--- config.mk ---
export PLATFORM = sky130hd
export DESIGN_NAME = nes_controller_reader
export DESIGN_NICKNAME = d
export VERILOG_FILES = /design/src/rtl/nes_controller_reader.sv
export SDC_FILE = /design/constraint.sdc
export NUM_CORES = 1
export LEC_CHECK = 0
export ABC_AREA = 1
export BUFFER_PORTS_ARGS = -buffer_cell sky130_fd_sc_hd__buf_2
export CORE_ASPECT_RATIO = 1.2
export CORE_MARGIN = 2
export CORE_UTILIZATION = 58
export CTS_CLUSTER_SIZE = 10
export DETAILED_ROUTE_END_ITERATION = 16
export GPL_TIMING_DRIVEN = 0
export PLACE_DENSITY = 0.89
export REMOVE_ABC_BUFFERS = 1
export SLEW_MARGIN = 20
export SYNTH_ARGS = -nofsm -noshare
export SYNTH_HDL_FRONTEND = slang
export SYNTH_SLANG_ARGS = --single-unit
--- constraint.sdc ---
create_clock -name clk -period 1.9 [get_ports clk]
set_input_delay 0.285 -clock clk [delete_from_list [all_inputs] [get_ports clk]]
set_output_delay 0.285 -clock clk [all_outputs]
set_load 0.02 [all_outputs]
--- src/rtl/nes_controller_reader.sv ---
// nes_controller_reader
//
// Polls two NES-style controllers over a shared latch/clock pair and shifts in
// both serial data lines. Each completed frame is published as a 16-bit
// active-high button word, {P1 byte, P2 byte}, with each byte ordered
// A, B, Select, Start, Up, Down, Left, Right from MSB to LSB.
//
// Ports:
//   clk              system clock
//   nrst             asynchronous active-low reset
//   enable           permits new polls to start (sampled at poll-counter wrap)
//   data_p1/data_p2  controller serial data, active-low, asynchronous to clk
//   ctrl_latch       shared controller latch, active-high
//   ctrl_clk         shared controller clock, idles high
//   controllerInputs last complete frame, active-high
//   frame_valid      one-cycle pulse when controllerInputs updates
//   busy             high whenever a frame is in progress
module nes_controller_reader #(
  parameter int unsigned HALF_CYCLES  = 4,
  parameter int unsigned LATCH_CYCLES = 8,
  parameter int unsigned POLL_PERIOD  = 200
) (
  input  logic        clk,
  input  logic        nrst,
  input  logic        enable,
  input  logic        data_p1,
  input  logic        data_p2,
  output logic        ctrl_latch,
  output logic        ctrl_clk,
  output logic [15:0] controllerInputs,
  output logic        frame_valid,
  output logic        busy
);

  localparam int unsigned PollW    = $clog2(POLL_PERIOD);
  localparam int unsigned PhaseMax = (LATCH_CYCLES > HALF_CYCLES) ? LATCH_CYCLES : HALF_CYCLES;
  localparam int unsigned PhaseW   = $clog2(PhaseMax + 1);

  localparam logic [PollW-1:0]  PollLast  = PollW'(POLL_PERIOD - 1);
  localparam logic [PhaseW-1:0] LatchLast = PhaseW'(LATCH_CYCLES - 1);
  localparam logic [PhaseW-1:0] HalfLast  = PhaseW'(HALF_CYCLES - 1);

  typedef enum logic [2:0] {
    StIdle,
    StLatch,
    StLow,
    StHigh,
    StDone
  } state_e;

  state_e            state_q, state_d;
  logic [PollW-1:0]  poll_cnt_q, poll_cnt_d;
  logic [PhaseW-1:0] phase_q, phase_d;
  logic [2:0]        bit_q, bit_d;
  logic [7:0]        p1_sr_q, p1_sr_d;
  logic [7:0]        p2_sr_q, p2_sr_d;
  logic [15:0]       inputs_q, inputs_d;
  logic              latch_q, latch_d;
  logic              cclk_q, cclk_d;
  logic              valid_q, valid_d;
  logic              busy_q, busy_d;
  logic              sync1_p1_q, sync2_p1_q;
  logic              sync1_p2_q, sync2_p2_q;
  logic              poll_wrap;

  // Two-flop synchronizers; reset high to match an idle (released) data line.
  always_ff @(posedge clk or negedge nrst) begin
    if (!nrst) begin
      sync1_p1_q <= 1'b1;
      sync2_p1_q <= 1'b1;
      sync1_p2_q <= 1'b1;
      sync2_p2_q <= 1'b1;
    end else begin
      sync1_p1_q <= data_p1;
      sync2_p1_q <= sync1_p1_q;
      sync1_p2_q <= data_p2;
      sync2_p2_q <= sync1_p2_q;
    end
  end

  always_comb begin
    state_d    = state_q;
    phase_d    = phase_q;
    bit_d      = bit_q;
    p1_sr_d    = p1_sr_q;
    p2_sr_d    = p2_sr_q;
    poll_wrap  = (poll_cnt_q == PollLast);
    poll_cnt_d = poll_wrap ? '0 : poll_cnt_q + PollW'(1);

    case (state_q)
      StIdle: begin
        // A wrap seen while busy is simply dropped; nothing is queued.
        if (poll_wrap && enable) begin
          state_d = StLatch;
          phase_d = '0;
        end
      end
      StLatch: begin
        if (phase_q == LatchLast) begin
          state_d = StLow;
          phase_d = '0;
          bit_d   = 3'd0;
        end else begin
          phase_d = phase_q + PhaseW'(1);
        end
      end
      StLow: begin
        if (phase_q == HalfLast) begin
          // Sample late in the low phase so the synchronized bit has settled.
          p1_sr_d = {p1_sr_q[6:0], ~sync2_p1_q};
          p2_sr_d = {p2_sr_q[6:0], ~sync2_p2_q};
          phase_d = '0;
          state_d = (bit_q == 3'd7) ? StDone : StHigh;
        end else begin
          phase_d = phase_q + PhaseW'(1);
        end
      end
      StHigh: begin
        if (phase_q == HalfLast) begin
          bit_d   = bit_q + 3'd1;
          phase_d = '0;
          state_d = StLow;
        end else begin
          phase_d = phase_q + PhaseW'(1);
        end
      end
      StDone: begin
        state_d = StIdle;
        phase_d = '0;
      end
      default: begin
        state_d = StIdle;
        phase_d = '0;
      end
    endcase

    // Outputs are registered from the next state so each takes effect in the
    // first cycle of the state that sets it.
    latch_d  = (state_d == StLatch);
    cclk_d   = (state_d != StLow);
    busy_d   = (state_d != StIdle);
    valid_d  = (state_d == StDone);
    inputs_d = (state_d == StDone) ? {p1_sr_d, p2_sr_d} : inputs_q;
  end

  always_ff @(posedge clk or negedge nrst) begin
    if (!nrst) begin
      state_q    <= StIdle;
      poll_cnt_q <= '0;
      phase_q    <= '0;
      bit_q      <= 3'd0;
      p1_sr_q    <= 8'h00;
      p2_sr_q    <= 8'h00;
      inputs_q   <= 16'h0000;
      latch_q    <= 1'b0;
      cclk_q     <= 1'b1;
      valid_q    <= 1'b0;
      busy_q     <= 1'b0;
    end else begin
      state_q    <= state_d;
      poll_cnt_q <= poll_cnt_d;
      phase_q    <= phase_d;
      bit_q      <= bit_d;
      p1_sr_q    <= p1_sr_d;
      p2_sr_q    <= p2_sr_d;
      inputs_q   <= inputs_d;
      latch_q    <= latch_d;
      cclk_q     <= cclk_d;
      valid_q    <= valid_d;
      busy_q     <= busy_d;
    end
  end

  assign ctrl_latch       = latch_q;
  assign ctrl_clk         = cclk_q;
  assign controllerInputs = inputs_q;
  assign frame_valid      = valid_q;
  assign busy             = busy_q;

endmodule

==> flow_metrics.py <==
metrics = {
    "clock_tree": {
        "cts_resized": 0,
        "clk_pin_slew_ps": 70,
        "cts_buffer_depth": 2,
        "h-tree-depth": 3,
        "clkSinkCount": 58,
        "cts_buffers": 9,
        "post_cts_buffers": 0,
        "cts-hold-fix-buffers": 0,
        "clkLatencyLatePin_ps": 340,
        "cts_tree": "done",
        "cts-root-buf": "clkbuf_8",
    },
    "critical_path": {
        "slowest_stage": "dfrtp_1",
        "cp-start-kind": "register",
        "arrival_ps": 1940,
        "cp-end-kind": "register",
        "crit_fanout": 35,
        "critPathMaxStageDelay_ps": 390,
        "crit_type": "reg2reg",
        "required_ps": 2120,
        "path_cells": "ha_1 -> nand2_4 -> inv_6 -> nand3_4 -> nand2_1 -> o21ai_2",
    },
    "place": {
        "hpwl_mm": 2.90,
        "place.gp.congestion": 0.822,
        "place.port_buffers": 24,
        "dpl_cell_area_um2": 2780,
        "dp_cells": 345,
    },
    "sta": {
        "slew_headroom_pct": 53.4,
        "hold_violations": 17,
        "fmax_mhz": 582,
        "finalMaxSlewViolations": 0,
        "tns_ps": 0,
        "fin_skew_ps": 6.47,
        "finalSetupViolations": 0,
        "worst_pin_slew_ps": 699,
        "hold_ws_ps": -12.6,
        "post-route-min-period_ps": 1720,
        "fin_crit_sh_pct": 90.5,
        "rsz0062_at_grt": "false",
    },
    "route": {
        "routed_via_density": 5.03,
        "dr.first_iter.drc_count": 72,
        "drc": 0,
        "detail-route-antenna-nets": 0,
        "drt_wl_total_mm": 4.49,
        "vias": 1817,
        "wl_per_cell_um": 12.4,
        "firstDrtPassIters": 5,
    },
    "yosys": {
        "syn_avg_cell_area_um2": 9.81,
        "synth_edf_count": 0,
        "ys_types": 26,
        "synth_top_flop_cell": "dfrtp_1",
        "syn_area_um2": 2660,
        "ys_warn_count": 0,
        "synth_async_sr_flop_share_pct": 100,
        "synth_seq_cells": 58,
        "yosysTopAreaCellShare_pct": 49.9,
        "syn_inst": 271,
        "synth-seq-area-share_pct": 54.8,
        "yosysTopAreaCell": "dfrtp_1",
        "synth_area_leaders": "dfrtp_1 50%, o21ai_2 9.9%, nand2_1 7.3%, inv_1 7.2%, dfstp_2 4.9%",
    },
    "finish": {
        "design_area_um2": 2990,
        "syn_to_final_growth_pct": 12.4,
        "diodes": 0,
        "final_common_cell": "dfrtp_1",
        "layout.nets": 309,
        "drive_above_1_share_pct": 31.1,
        "final_cell_mix": "53 x dfrtp_1, 52 x nand2_1, 51 x inv_1, 30 x o21ai_2, 23 x buf_2",
        "fillers": 314,
        "finalNonFillerCells": 361,
    },
    "global_route": {
        "grt_usage_pct": 21.2,
        "grt_overflow": 0,
        "antenna_found_initial": 0,
        "grt_pass1_wl_mm": 8.05,
        "grt_max_degree": 59,
        "grt_pass1_vias": 1877,
    },
    "outcome": {
        "status": "finished with violations",
        "violations": "negative hold slack",
    },
    "pwr": {
        "ir_drop_uv": 768,
        "p_leak_nw": 1.65,
        "pwr_density_cell_nw_per_um2": 851,
        "total_power_mw": 2.54,
    },
    "die": {
        "start_util_pct": 61.4,
        "ios": 25,
        "die_y_um": 78.2,
        "die_w_um": 65.8,
        "dieArea_um2": 5140,
        "fp.coreArea_um2": 4330,
        "rows": 26,
    },
    "flow_run": {
        "maxCapViolCount": 0,
    },
    "hold_path": {
        "min_path_type": "in2async",
    },
}
-- per-stage QoR --
step	hold WS [ps]	worst slack, ps	util [%]
2_1_floorplan	-10.6	420	-
3_3_place_gp	346	237	64.1
3_5_place_dp	349	188	64.2
4_1_cts	13.8	180	69.1
5_1_grt	30.1	35.7	69.1
6_report	-12.6	181	69.1
-- per-layer routing --
| layer | wire length (µm) | vias up | GRT usage (%) |
|---|---|---|---|
| met1 | 1770 | 868 | 23.2 |
| met4 | 139 | 0 | 13.5 |
| met2 | 2400 | 35 | 35.5 |
| li1 | - | 901 | - |
| met3 | 174 | 13 | 5.87 |
| met5 | 0 | - | 0 |
-- cells by family after synthesis --
group | synth area share [%]
and+or+nand+nor | 20.2
AOI/OAI and AO/OA | 12.1
buffers and inverters | 10.3
xor gates and xnor gates | 0.659
DFF | 54.8
adders and majority gates | 1.88
-- synth_stat cells, types with 2 or more instances --
cell type	number
a21oi_1	6
buf_6	4
dfrtp_1	53
dfstp_2	5
ha_1	4
inv_1	51
nand2_1	52
nand2_2	13
nand2_4	3
nand3_1	13
nor2_1	17
nor3_1	2
o21ai_0	4
o21ai_1	2
o21ai_2	30
xor2_1	2
-- registers in the layout (all words and copies together), names as in the netlist, 3 cells and up --
signal,flops
poll_cnt_q,8
p1_sr_q,8
controllerInputs,16
bit_q,3
state_q,3
phase_q,4
p2_sr_q,8
-- power breakdown --
part / internal (mW) / switching, mW
logic: 0.0172 / 0.0451
clock network: 0.736 / 0.480
registers: 1.25 / 0.0101
total: 2.01 / 0.535
-- path summary, 6_finish.rpt --
path / from / to / slack, ps / cells past startpoint
setup / recovery: phase_q[0] / controllerInputs[6] / 180 / 6
min in group clk: data_p2 / sync1_p2_q / 40 / 1
hold / removal: nrst / state_q[2] / -10 / 1
max in group asynchronous: nrst / controllerInputs[13] / 1440 / 1
setup reg to reg: phase_q[0] / controllerInputs[6] / 180 / 6
hold reg to reg: sync1_p2_q / sync2_p2_q / 360 / 0
-- final cells by class --
| cell class | count | area (µm²) | share of cell area [%] |
|---|---|---|---|
| Sequential cell | 58 | 1460 | 48.8 |
| Multi-Input combinational cell | 155 | 927 | 31.0 |
| Inverter | 52 | 200 | 6.70 |
| Clock buffer | 11 | 131 | 4.40 |
| Timing Repair Buffer | 24 | 123 | 4.10 |
| Clock inverter | 5 | 78.8 | 2.64 |
| Tap cell | 56 | 70.1 | 2.35 |
-- critical path, delay by kind of cell (launching register included) --
| kind | cells | cell delay [ps] |
|---|---|---|
| adder cells (fa/ha/maj) | 1 | 310 |
| AO/OA/AOI/OAI | 1 | 70 |
| flip-flops | 1 | 390 |
| AND/OR/NAND/NOR | 3 | 720 |
| buffers and inverters | 1 | 100 |
No activity file was read; power rests on OpenSTA's default activity.
